$ cat src/rtl/demux_pkg.sv
// Shared constants and target decode for the 1-to-N word dispatcher.
// Out-of-range codes fall back to channel 0, like the datapath muxes.
package demux_pkg;

  localparam int DEMUX_WIDTH_DEF   = 32;
  localparam int DEMUX_NUM_OUT_DEF = 6;
  localparam int DEMUX_CNT_W       = 16;

  function automatic int unsigned eff_target(
    input int unsigned sel,
    input int unsigned num_out
  );
    return (sel < num_out) ? sel : 32'd0;
  endfunction

endpackage

$ cat src/rtl/demux_out_slot.sv
// One-entry holding register for a single destination channel.
// A load in the same cycle as a drain keeps the slot full with new data.
module demux_out_slot
  import demux_pkg::*;
#(
  parameter int WIDTH = DEMUX_WIDTH_DEF
) (
  input  logic             clk_i,
  input  logic             rst_i,
  input  logic             load_i,
  input  logic             drain_i,
  input  logic [WIDTH-1:0] data_i,
  output logic             valid_o,
  output logic [WIDTH-1:0] data_o
);

  logic             valid_q, valid_d;
  logic [WIDTH-1:0] data_q, data_d;

  always_comb begin
    valid_d = valid_q;
    data_d  = data_q;
    if (load_i) begin
      valid_d = 1'b1;
      data_d  = data_i;
    end else if (drain_i) begin
      valid_d = 1'b0;
    end
  end

  always_ff @(posedge clk_i or posedge rst_i) begin
    if (rst_i) begin
      valid_q <= 1'b0;
      data_q  <= '0;
    end else begin
      valid_q <= valid_d;
      data_q  <= data_d;
    end
  end

  assign valid_o = valid_q;
  assign data_o  = data_q;

endmodule

$ cat src/rtl/demux_1to_n_dispatch.sv
// Registered 1-to-N demultiplexer with per-channel valid/ready slots,
// a sticky bad-select flag and a wrapping accept counter.
module demux_1to_n_dispatch
  import demux_pkg::*;
#(
  parameter int WIDTH   = DEMUX_WIDTH_DEF,
  parameter int NUM_OUT = DEMUX_NUM_OUT_DEF,
  parameter int SEL_W   = 4
) (
  input  logic                     CLK,
  input  logic                     RST,
  input  logic [WIDTH-1:0]         IN_DATA,
  input  logic [SEL_W-1:0]         IN_SEL,
  input  logic                     IN_VALID,
  output logic                     IN_READY,
  output logic [NUM_OUT*WIDTH-1:0] OUT_DATA,
  output logic [NUM_OUT-1:0]       OUT_VALID,
  input  logic [NUM_OUT-1:0]       OUT_READY,
  output logic                     SEL_ERR,
  input  logic                     SEL_ERR_CLR,
  output logic [DEMUX_CNT_W-1:0]   ACCEPT_CNT
);

  int unsigned              tgt;
  logic [NUM_OUT-1:0]       hit;
  logic                     accept;
  logic                     oor;
  logic                     sel_err_q, sel_err_d;
  logic [DEMUX_CNT_W-1:0]   cnt_q, cnt_d;

  assign tgt = eff_target(32'(IN_SEL), NUM_OUT);
  assign oor = 32'(IN_SEL) >= NUM_OUT;

  // One-hot target; ready is the target slot's free-or-draining state.
  assign IN_READY = |(hit & (~OUT_VALID | OUT_READY));
  assign accept   = IN_VALID && IN_READY;

  for (genvar i = 0; i < NUM_OUT; i++) begin : g_slot
    assign hit[i] = (tgt == i);
    demux_out_slot #(.WIDTH(WIDTH)) u_slot (
      .clk_i   (CLK),
      .rst_i   (RST),
      .load_i  (accept && hit[i]),
      .drain_i (OUT_VALID[i] && OUT_READY[i]),
      .data_i  (IN_DATA),
      .valid_o (OUT_VALID[i]),
      .data_o  (OUT_DATA[i*WIDTH +: WIDTH])
    );
  end

  always_comb begin
    sel_err_d = sel_err_q;
    cnt_d     = cnt_q;
    if (accept && oor) begin
      sel_err_d = 1'b1;
    end else if (SEL_ERR_CLR) begin
      sel_err_d = 1'b0;
    end
    if (accept) begin
      cnt_d = cnt_q + 1'b1;
    end
  end

  always_ff @(posedge CLK or posedge RST) begin
    if (RST) begin
      sel_err_q <= 1'b0;
      cnt_q     <= '0;
    end else begin
      sel_err_q <= sel_err_d;
      cnt_q     <= cnt_d;
    end
  end

  assign SEL_ERR    = sel_err_q;
  assign ACCEPT_CNT = cnt_q;

endmodule

$ cat config.mk
export PLATFORM = sky130hd
export DESIGN_NAME = demux_1to_n_dispatch
export DESIGN_NICKNAME = d
export VERILOG_FILES = /design/src/rtl/demux_pkg.sv /design/src/rtl/demux_out_slot.sv /design/src/rtl/demux_1to_n_dispatch.sv
export SDC_FILE = /design/constraint.sdc
export NUM_CORES = 1
export LEC_CHECK = 0
export ABC_AREA = 1
export CORE_ASPECT_RATIO = 1.1
export CORE_MARGIN = 2
export CORE_UTILIZATION = 43
export DETAILED_ROUTE_END_ITERATION = 16
export GPL_ROUTABILITY_DRIVEN = 0
export PLACE_DENSITY = 0.86
export SYNTH_ARGS = -nofsm -noshare
export SYNTH_HDL_FRONTEND = slang
export SYNTH_HIERARCHICAL = 1
export SYNTH_SLANG_ARGS = --single-unit
$ cat constraint.sdc
create_clock -name CLK -period 1.5 [get_ports CLK]
set_input_delay 0.225 -clock CLK [delete_from_list [all_inputs] [get_ports CLK]]
set_output_delay 0.225 -clock CLK [all_outputs]
set_load 0.01 [all_outputs]
==> flow_metrics.py, run 1 <==
metrics = {
    "power": {
        "leakage_nw": 9.80,
        "power_mw": 21.6,
        "p_clk_frac": 0.266,
        "ir_worst_vdd_mv": 1.08,
        "switching_share": 0.337,
        "power_frac_comb": 0.339,
        "seqPwrFrac": 0.395,
        "p_per_area_nw_per_um2": 1420,
        "internal_power_mw": 14.3,
        "power.switching_mw": 7.27,
    },
    "place": {
        "hpwl_mm": 19.5,
        "placedInstanceArea_um2": 12200,
        "io_buffers": 261,
        "place_ws_ns": -0.760,
    },
    "clocking": {
        "clock_path_buffers": 3,
        "numCtsBuffers": 23,
        "cts_tree": "yes",
        "clock_sinks": 215,
        "htreeDepth": 1,
        "insertion_delay_ns": 0.51,
        "clk_pin_slew_ns": 0.06,
        "holdBufCountCts": 0,
        "cts-root-buf": "clkbuf_16",
    },
    "floorplan": {
        "rows": 56,
        "die_w_um": 144,
        "die_h_um": 158,
        "io_pins": 262,
        "core_area_um2": 21200,
        "start_util": 0.436,
        "design.die.area_um2": 22700,
    },
    "timing": {
        "fin_crit_ns": 1.80,
        "post-route-period-util": 1.20,
        "max_freq_mhz": 554,
        "worst_slack_ns": -0.305,
        "finalHoldViolations": 0,
        "drv_slew": 0,
        "worst_slew_pin_slew_ns": 0.623,
        "setup_viol": 217,
        "clock_skew_ns": 0.0119,
        "relSlewSlack": 0.583,
        "grt_setup_unrepaired": "yes",
    },
    "yosys": {
        "syn_inst": 1036,
        "yosysWarnings": 6,
        "yosys-top-cells-count": "580 x nand2_1, 215 x dfrtp_1, 64 x nand2_2",
        "avgSynthCellArea_um2": 8.94,
        "synth_top_area_frac": 0.581,
        "yosysSeqAreaShare": 0.581,
        "synthArstFlopShare": 1.00,
        "synth_edf_count": 0,
        "dominantRegCellSynth": "dfrtp_1",
        "synth_cell_types": 22,
        "synth_nets": 1083,
        "synth_top_area_cell": "dfrtp_1",
        "yosysMostFrequentCell": "nand2_1",
        "synth.area.top_cells": "dfrtp_1 58%, nand2_1 24%, nand2_2 4.3%",
        "synth-seq-cells": 215,
        "syn_area_um2": 9260,
    },
    "routing": {
        "routedWlPerCell_um": 22.3,
        "first_pass_iters": 5,
        "via_count": 8833,
        "ant_nets": 0,
        "drcViolationCount": 0,
        "drtIter0Drc": 503,
        "routed_wl_mm": 37.5,
        "vias_per_cell": 5.25,
    },
    "status": {
        "status": "complete, but fails checks",
        "violations": "setup timing",
    },
    "grt": {
        "grtUsageTotal": 0.279,
        "overflow": 0,
        "grt_pass1_vias": 8505,
        "grt_max_degree": 34,
        "antenna_found_initial": 0,
        "grt_pass1_wl_mm": 48.1,
    },
    "setup_path": {
        "regToRegSetupSlack_ns": -0.30,
        "arrival_ns": 2.24,
        "required_ns": 1.94,
        "path_max_fanout": 9,
        "crit_type": "input port to flop",
        "cp-end-kind": "flop",
        "startpoint_type": "input port",
    },
    "cells_and_area": {
        "syn2layout_area_growth_pct": 63.8,
        "antenna_cells": 0,
        "fin_area_um2": 15200,
        "drive_above_1_share": 0.326,
        "num-nets-final": 1425,
    },
    "job": {
        "maxCapViolations": 0,
    },
    "hold_path": {
        "hp-class": "input port to flop",
    },
}
power by group through the flow:
stage                     combinational [mW]  sequential (mW)  clock, mW
after global routing                    7.84             8.65       6.03
final                                   7.31             8.54       5.75
after floorplan                         1.81             9.17          0
after detailed placement                6.86             8.48          0
after global placement                  6.67             8.43          0
after CTS                               6.87             8.42       5.76
state kept, by name (all words and copies together), names as in the netlist:
register               cells
SEL_ERR                    1
ACCEPT_CNT                16
g_slot.u_slot/valid_o      6
g_slot.u_slot/data_o     192
worst max-delay path, cell delays in order:
cell and delay [ns]:
clkdlybuf4s50_1 0.47, inv_2 0.08, nand3_1 0.12, nand3_2 0.09, nor2_2 0.14, nor2_2 0.06, nand3_4 0.08, buf_12 0.11
nand2_8 0.08, nor2_4 0.20, buf_12 0.24, clkbuf_16 0.19, nand2_2 0.05, nand2_1 0.09
per-layer routing:
layer | part of all wire | up-vias | track usage
li1 | - | 3815 | -
met1 | 0.37 | 4382 | 0.346
met2 | 0.50 | 500 | 0.478
met3 | 0.085 | 136 | 0.0599
met4 | 0.048 | 0 | 0.106
met5 | 0 | - | 0
worst paths after layout:
check	depth (start not counted)	endpoint	from
worst max-delay path	14	g_slot[2].u_slot/data_o[2]	IN_SEL[3]
worst min-delay path	4	SEL_ERR	SEL_ERR_CLR
worst max register to register	12	g_slot[2].u_slot/data_o[2]	g_slot[2].u_slot/valid_o
worst min register to register	2	g_slot[4].u_slot/data_o[7]	g_slot[4].u_slot/data_o[7]
max in group asynchronous	3	g_slot[5].u_slot/data_o[21]	RST
min in group asynchronous	3	g_slot[5].u_slot/data_o[10]	RST
logic make-up (layout without fill, tap and decap cells):
| logic type | count (synthesis) | count (layout) | synth area share |
|---|---|---|---|
| xor gates and xnor gates | 12 | 12 | 0.0113 |
| buffers and inverters | 93 | 451 | 0.0902 |
| and+or+nand+nor | 715 | 715 | 0.316 |
| adders and majority gates | 1 | 1 | 0.00135 |
| DFF | 215 | 215 | 0.581 |
cell type report:
type                       instances  area [um2]
clock buffer                      34         657
clock inverter                     7        91.3
fill                            1411        6050
inverter                          46         277
multi-input combinational        728        3930
sequential                       215        5390
tap                              290         363
timing repair buffer             352        4250
timing repair inverter            12         223
layout by cell type (no fill, tap or decap), types with 23 or more instances in the layout:
cell	instances
dlygate4sd2_1	51
clkbuf_16	33
nand2_2	209
buf_12	23
buf_4	38
inv_1	28
dlymetal6s2s_1	157
nand2_1	377
nand3_1	28
nand2_4	58
clkdlybuf4s50_1	42
dfrtp_1	210
per-stage QoR:
stage                     hold slack, ns  setup TNS, ns  std cells   util
after floorplan                    0.151         -24.64       1036      -
after global placement             0.453        -123.51       1591  0.577
after detailed placement           0.457        -147.23       1591  0.577
after CTS                          0.296         -62.19       1657  0.639
after global routing               0.338         -61.85       1684  0.715
final                              0.299         -40.70       1684  0.715
timing repair:
item / in CTS / in global routing
cloned: 14 / 16
resized for setup: 181 / 423
setup buffers: 16 / 14
pin swaps: 69 / 122
setup endpoints to repair: 430 / 380
Note: power is estimated with default switching activity, not from simulation.
==> inputs of run 2 (changes only) <==
CORE_MARGIN = 5   (was 2)
==> flow_metrics.py, run 2 (synthesized netlist as in run 1, its figures left out) <==
metrics = {
    "floorplan": {
        "core_area_um2": 21300,
        "die_h_um": 164,
        "start_util": 0.435,
        "design.die.area_um2": 24600,
        "io_pins": 262,
        "rows": 56,
        "die_w_um": 150,
    },
    "grt": {
        "grt_pass1_wl_mm": 49.3,
        "antenna_found_initial": 0,
        "grt_pass1_vias": 8567,
        "grtUsageTotal": 0.262,
        "overflow": 0,
        "grt_max_degree": 34,
    },
    "cells_and_area": {
        "drive_above_1_share": 0.336,
        "layout_common_cells": "359 x nand2_1, 233 x nand2_2, 208 x dfrtp_1",
        "num-nets-final": 1424,
        "largest_reg_flops": 192,
        "fillers": 1583,
        "mostFrequentLayoutCell": "nand2_1",
        "syn2layout_area_growth_pct": 56.3,
        "antenna_cells": 0,
    },
    "timing": {
        "clock_skew_ns": 0.0151,
        "setup_viol": 215,
        "max_freq_mhz": 564,
        "fin_crit_ns": 1.77,
        "relSlewSlack": 0.572,
        "grt_setup_unrepaired": "yes",
        "finalHoldViolations": 0,
        "drv_slew": 0,
        "fin_tns_setup_ns": -41.31,
        "worst_slack_ns": -0.274,
        "post-route-period-util": 1.18,
        "whs_ns": 0.297,
        "worst_slew_pin_slew_ns": 0.640,
    },
    "setup_path": {
        "path_cells": "inv_2, nor2_4, nor2_2, nor2_2, nand3_4, buf_12, nand2_8, nor2_4, buf_12, clkbuf_16, nand2_1, nand2_1",
        "startpoint_type": "flop",
        "crit_type": "flop to flop",
        "rr_startpoint": "g_slot[0].u_slot/valid_o",
        "arrival_ns": 2.16,
        "cpMaxStageDelayCell": "dfrtp_1",
        "critical_path_buf_inv_count": 4,
        "critical_path.top_delay_family": "simple AND/OR/NAND/NOR gates",
        "startpoint": "g_slot[0].u_slot/valid_o",
        "required_ns": 1.89,
        "cp-end-kind": "flop",
        "slowest_delay_ns": 0.36,
        "path_max_fanout": 9,
    },
    "routing": {
        "vias_per_cell": 5.07,
        "ant_nets": 0,
        "first_pass_iters": 5,
        "via_count": 8516,
        "drcViolationCount": 0,
        "drtIter0Drc": 516,
        "routed_wl_mm": 34.7,
        "routedWlPerCell_um": 20.7,
    },
    "power": {
        "power_mw": 20.4,
        "p_per_area_nw_per_um2": 1410,
        "power.switching_mw": 6.93,
        "p_clk_frac": 0.266,
        "power_frac_comb": 0.321,
        "leakage_nw": 8.10,
        "switching_share": 0.339,
        "internal_power_mw": 13.5,
        "seqPwrFrac": 0.413,
        "ir_worst_vdd_mv": 0.858,
    },
    "status": {
        "status": "complete, but fails checks",
        "violations": "setup timing",
    },
    "clocking": {
        "htreeDepth": 1,
        "insertion_delay_ns": 0.51,
        "cts-root-buf": "clkbuf_16",
        "clk_pin_slew_ns": 0.06,
        "holdBufCountCts": 0,
        "cts_tree": "yes",
        "numCtsBuffers": 23,
        "clock_path_buffers": 3,
        "clock_sinks": 215,
    },
    "place": {
        "hpwl_mm": 20.1,
        "io_buffers": 261,
        "place_ws_ns": -0.785,
    },
    "hold_path": {
        "hp-class": "input port to async pin",
    },
    "job": {
        "maxCapViolations": 0,
    },
}
==> run 2: final cells by class <==
type | instances | area, um2 | share of cell area
clock buffers | 34 | 677 | 0.0467
inverters | 46 | 226 | 0.0156
repair inverters | 12 | 193 | 0.0133
well taps | 290 | 363 | 0.0251
clock inverters | 5 | 28.8 | 0.00199
flip-flops and latches | 215 | 5390 | 0.372
repair buffers | 351 | 3670 | 0.253
multi-input cells | 728 | 3940 | 0.272
==> run 2: worst paths after layout <==
check                                                    to  depth (start not counted)  slack (ns)
worst max-delay path            g_slot[1].u_slot/data_o[21]                         12       -0.27
worst min-delay path            g_slot[2].u_slot/data_o[10]                          3        0.30
worst max register to register  g_slot[1].u_slot/data_o[21]                         12       -0.27
worst min register to register  g_slot[4].u_slot/data_o[31]                          2        0.47
max in group asynchronous       g_slot[2].u_slot/data_o[26]                          3        0.82
min in group CLK                                    SEL_ERR                          4        0.30
==> run 2: timing repair <==
| item | 4_1_cts | 5_1_grt |
|---|---|---|
| cloned | 20 | 9 |
| pin swaps | 47 | 144 |
| setup buffers | 18 | 14 |
| endpoints found under the setup margin | 430 | 228 |
| resized for setup | 356 | 259 |
==> run 2: metal layers <==
metal	wire (um)	track usage
met1	13500	0.336
met2	17500	0.448
met3	2730	0.0497
met4	1030	0.0836
met5	0	0
==> run 2: worst register-to-register path, cell delays in order (launching register included) <==
cell	delay, ns
dfrtp_1	0.36
inv_2	0.05
nor2_4	0.12
nor2_2	0.06
nor2_2	0.15
nand3_4	0.11
buf_12	0.14
nand2_8	0.11
nor2_4	0.06
buf_12	0.15
clkbuf_16	0.18
nand2_1	0.08
nand2_1	0.07
==> run 2: power by group through the flow <==
| stage | logic (mW) | registers, mW | clock network [mW] |
|---|---|---|---|
| 4_1_cts | 6.17 | 8.37 | 5.46 |
| 3_5_place_dp | 6.91 | 8.48 | 0 |
| 2_1_floorplan | 1.81 | 9.17 | 0 |
| 6_report | 6.55 | 8.44 | 5.43 |
| 5_1_grt | 7.08 | 8.61 | 5.73 |
| 3_3_place_gp | 6.70 | 8.44 | 0 |
==> run 2: stage by stage <==
| step | std cells | utilization | instance area [um2] |
|---|---|---|---|
| after floorplan | 1036 | - | 9280 |
| after global placement | 1585 | 0.570 | 12100 |
| after detailed placement | 1585 | 0.570 | 12100 |
| after CTS | 1660 | 0.630 | 13400 |
| after global routing | 1681 | 0.680 | 14500 |
| final | 1681 | 0.680 | 14500 |
==> inputs of run 3 (changes only) <==
HOLD_SLACK_MARGIN = 0.08   (was not set)
MAX_ROUTING_LAYER = met4   (was not set)
==> flow_metrics.py, run 3 (synthesized netlist as in run 1, its figures left out) <==
metrics = {
    "status": {
        "status": "complete, but fails checks",
        "violations": "setup timing",
    },
    "timing": {
        "post-route-period-util": 1.19,
        "grt_setup_unrepaired": "yes",
        "setup_viol": 215,
        "finalHoldViolations": 0,
        "drv_slew": 0,
        "max_freq_mhz": 558,
        "fin_crit_ns": 1.79,
        "clock_skew_ns": 0.0176,
        "worst_slack_ns": -0.292,
        "worst_slew_pin_slew_ns": 0.618,
        "fin_tns_setup_ns": -41.77,
        "relSlewSlack": 0.587,
    },
    "routing": {
        "ant_nets": 0,
        "routedWlPerCell_um": 20.8,
        "via_count": 8474,
        "vias_per_cell": 5.04,
        "routed_wl_mm": 34.9,
        "first_pass_iters": 7,
        "drcViolationCount": 0,
        "drtIter0Drc": 429,
    },
    "cells_and_area": {
        "fin_cells": 1682,
        "syn2layout_area_growth_pct": 55.3,
        "largest_reg_flops": 192,
        "num-nets-final": 1425,
        "fin_area_um2": 14400,
        "mostFrequentLayoutCell": "nand2_1",
        "antenna_cells": 0,
        "drive_above_1_share": 0.323,
        "fillers": 1614,
        "layout_common_cells": "379 x nand2_1, 222 x nand2_2, 208 x dfrtp_1",
    },
    "clocking": {
        "clk_pin_slew_ns": 0.06,
        "htreeDepth": 1,
        "insertion_delay_ns": 0.51,
        "clock_sinks": 215,
        "clock_path_buffers": 3,
        "cts-root-buf": "clkbuf_16",
        "numCtsBuffers": 23,
        "cts_tree": "yes",
        "holdBufCountCts": 0,
    },
    "floorplan": {
        "design.die.area_um2": 24600,
        "core_area_um2": 21300,
        "io_pins": 262,
        "die_w_um": 150,
        "rows": 56,
        "die_h_um": 164,
        "start_util": 0.435,
    },
    "place": {
        "io_buffers": 261,
        "placedInstanceArea_um2": 12100,
        "hpwl_mm": 20.1,
        "dp_cells": 1585,
        "place_ws_ns": -0.785,
    },
    "setup_path": {
        "crit_type": "flop to flop",
        "reg2reg_to": "g_slot[3].u_slot/data_o[10]",
        "critical_path_buf_inv_count": 4,
        "required_ns": 1.93,
        "critical_path.top_delay_family": "simple AND/OR/NAND/NOR gates",
        "r2r_cells": 12,
        "cp-end-kind": "flop",
        "rr_startpoint": "g_slot[0].u_slot/valid_o",
        "path_cells": "inv_2, nor2_4, nor2_2, nor2_2, nand3_4, buf_12, nand2_8, nor2_4, buf_6, buf_12, nand2_1, nand2_1",
        "startpoint_type": "flop",
        "arrival_ns": 2.22,
        "cpMaxStageDelayCell": "dfrtp_1",
        "path_max_fanout": 7,
        "slowest_delay_ns": 0.39,
        "regToRegSetupSlack_ns": -0.29,
    },
    "job": {
        "maxCapViolations": 0,
    },
    "grt": {
        "grt_max_degree": 34,
        "grt_pass1_wl_mm": 49.2,
        "grt_pass1_vias": 8577,
        "overflow": 0,
        "antenna_found_initial": 0,
        "grtUsageTotal": 0.269,
    },
    "power": {
        "ir_worst_vdd_mv": 0.815,
        "power_mw": 20.4,
        "leakage_nw": 8.02,
        "p_per_area_nw_per_um2": 1420,
    },
    "hold_path": {
        "hp-class": "input port to async pin",
    },
}
## run 3: cell count changes in the layout (fill, tap and decap cells not counted), moves of 2 or more
cell / change
buf_4: -2
buf_6: +3
inv_6: +2
nand2_1: +20
nand2_2: -11
nand2_4: -9
## run 3: layer usage
layer	track usage	up-vias	wire length [um]
met4	0.0795	0	1110
met5	-	-	0
met1	0.341	4189	13600
met2	0.449	393	17500
li1	-	3821	-
met3	0.0436	71	2710
## run 3: repair_timing
action,4_1_cts,5_1_grt
resized for setup,356,231
setup endpoints to repair,430,228
buffers inserted,18,14
cloned,20,10
pin swaps,47,131
## run 3: area by class of cell
class	instances	area (um2)	share of cell area
timing repair buffer	350	3640	0.253
tap	290	363	0.0252
timing repair inverter	14	210	0.0146
clock inverter	5	28.8	0.00200
clock buffer	34	677	0.0471
inverter	46	231	0.0161
multi-input combinational	728	3840	0.267
sequential	215	5390	0.375
## run 3: worst min-delay path, delay by kind of cell
family | cells | cell delay (ns)
buffers and inverters | 3 | 0.95
## run 3: report_power, final
group	switching, mW	total [mW]	internal [mW]
Clock	2.31	5.42	3.11
Sequential	1.05	8.44	7.39
Combinational	3.53	6.50	2.97
## run 3: worst max path at each step
stage                                  start                           to  slack [ns]  cells past startpoint
floorplan           g_slot[2].u_slot/valid_o   g_slot[1].u_slot/data_o[0]       -0.13                     12
global placement                   IN_SEL[1]  g_slot[4].u_slot/data_o[27]       -0.65                     12
detailed placement                 IN_SEL[1]  g_slot[4].u_slot/data_o[22]       -0.78                     12
CTS                 g_slot[1].u_slot/valid_o                     IN_READY       -0.24                      6
global route        g_slot[0].u_slot/valid_o  g_slot[1].u_slot/data_o[21]       -0.37                     12
finish              g_slot[0].u_slot/valid_o  g_slot[3].u_slot/data_o[10]       -0.29                     12
## run 3: stage by stage
stage / hold slack (ns) / util
final: 0.302 / 0.675
after global routing: 0.330 / 0.675
after CTS: 0.288 / 0.630
after detailed placement: 0.458 / 0.570
after global placement: 0.453 / 0.570
after floorplan: 0.151 / -
==> RTL edit: new RTL, settings of run 3 <==
`SEL_W`: 4 -> 5.
--- a/src/rtl/demux_1to_n_dispatch.sv
+++ b/src/rtl/demux_1to_n_dispatch.sv
@@ -5,7 +5,7 @@
 #(
   parameter int WIDTH   = DEMUX_WIDTH_DEF,
   parameter int NUM_OUT = DEMUX_NUM_OUT_DEF,
-  parameter int SEL_W   = 4
+  parameter int SEL_W   = 5
 ) (
   input  logic                     CLK,
   input  logic                     RST,
Interface: changed (resized IN_SEL); port bits go from 262 to 263. The function was not compared with the original's and may differ.
==> RTL edit against run 3 <==
  * The run still ends with negative setup slack left
  * Critical endpoint is now IN_READY
  * Register-to-register slack improved by 0.09 ns
  * Synthesized cell count shrank 0.39%
  * Sequential cell count did not move
  * Power down 6.8%
  * Final cell count grew 0.71%
  * Synthesized area fell by 0.22%
  * Design area up 2.2%
  * Critical path depth down 5
  * Core utilization increased by 1.7 points
  * Worst setup slack better by 0.070 ns
  * Routed wire length is 1.2% higher
  * Largest cell class unchanged
==> RTL edit: results (changes against run 3) <==
- Status: finished, violations left (unchanged)
- Failing checks: negative setup slack (unchanged)
- Internal power: 12.8 mW (was 13.5 mW)
- Met2 Track Usage GR: 45.1% (was 44.9%)
- Met3 track demand over resource: 5.60% (was 4.36%)
- WL final: 35.3 mm (was 34.9 mm)
- Final setup vio count: 202 (was 215)
- Final std cells w/o fill: 1,694 (was 1,682)
- Share of layout cells above drive strength 1: 35.2% (was 32.3%)
- HP Start: SEL_ERR_CLR
- Crit path capture: IN_READY (was g_slot[3].u_slot/data_o[10])
- Nets: 1,439 (was 1,425)
- DP HPWL: 20.0 mm (was 20.1 mm)
- Final core area utilization: 69.3% (was 67.5%)
- Syn Area/Cell: 8.96 um2 (was 8.94 um2)
- Initial DRC count: 625 (was 429)
- Vias/cell: 5.12 (was 5.04)
- Critical Path Fanout Max: 2 (was 7)
- Reg2reg setup slack: -0.20 ns (was -0.29 ns)
- Number of CTS-inserted buffers: 22 (was 23)
- Clk_skew: 0.00892 ns (was 0.0176 ns)
- Synth top area cells: dfrtp_1 (58%), nand2_1 (24%), nand2_2 (3.8%) (was dfrtp_1 (58%), nand2_1 (24%), nand2_2 (4.3%))
- CTS resizes: 413 (was 356)
- Net Count, Synth: 1,080 (was 1,083)
- Global routing met1 resource utilization: 33.8% (was 34.1%)
- Placed cell count: 1,592 (was 1,585)
- PortBufs: 262 (was 261)
- Overall routing resource usage: 27.6% (was 26.9%)
- Post-CTS Setup Inserts: 30 (was 18)
- Fill cells: 1,534 (was 1,614)
- R2r endpoint: g_slot[2].u_slot/data_o[25] (was g_slot[3].u_slot/data_o[10])
- Fin worst setup slack: -0.223 ns (was -0.292 ns)
- Flop+latch power: 8.05 mW (was 8.44 mW)
- Worst flop-to-flop path startpoint: g_slot[2].u_slot/valid_o (was g_slot[0].u_slot/valid_o)
- Critical Path RT: 1.27 ns (was 1.93 ns)
- Post-Route Hold Slack: 0.301 ns (was 0.302 ns)
- Max rail drop VDD: 927 uV (was 815 uV)
- Number of global-route vias before repair: 8,710 (was 8,577)
- Sequential element share of the synthesized area: 58.2% (was 58.1%)
- Distinct cells, synth: 26 (was 22)
- Leakage power: 8.27 nW (was 8.02 nW)
RTL edit: changes by cell type in the layout (fill, tap and decap cells not counted), moves of 4 or more:
cell	delta
buf_12	+8
buf_16	-7
buf_4	+15
clkdlybuf4s15_2	+5
dfrtp_1	+4
dfrtp_2	-4
inv_16	+6
inv_6	-4
inv_8	-5
nand2_1	-16
nand2_2	+15
nand2_4	+15
nand3_1	-6
nor2_1	-11
RTL edit: metrics by stage:
step | total power, mW | TNS [ns]
finish | 19.0 | -27.37
global route | 19.9 | -41.69
CTS | 18.5 | -27.49
detailed placement | 13.6 | -164.00
global placement | 13.5 | -145.51
floorplan | 9.99 | -31.12
RTL edit: cell families after synthesis:
| logic type | share of synthesized area, % |
|---|---|
| AOI/OAI and AO/OA | 0.230 |
| xor gates and xnor gates | 1.23 |
| adders and majority gates | 0.135 |
| buffers and inverters | 8.95 |
| DFF | 58.2 |
| and+or+nand+nor | 31.3 |
RTL edit: per-layer routing:
| layer | share of wire (%) | routed length, um | vias to the layer above |
|---|---|---|---|
| met1 | 37 | 13100 | 4269 |
| li1 | - | - | 3833 |
| met3 | 8.2 | 2890 | 106 |
| met4 | 4.8 | 1690 | 0 |
| met2 | 50 | 17700 | 459 |
| met5 | 0 | 0 | - |
RTL edit: worst max-delay path, stage by stage, from the launching register on:
cell and delay, ns:
dfrtp_1 0.36, nand2_1 0.08, nand3_1 0.08, nand2_1 0.06
nor2_2 0.12, nand2_4 0.07, buf_6 0.12, buf_6 0.11
RTL edit: cell type report:
type	count	share of cell area (%)
Tap cell	290	2.47
Timing Repair Buffer	371	25.7
Multi-Input combinational cell	725	27.2
Timing Repair inverter	11	1.48
Sequential cell	215	36.6
Clock inverter	6	0.391
Clock buffer	31	4.32
Inverter	45	1.88
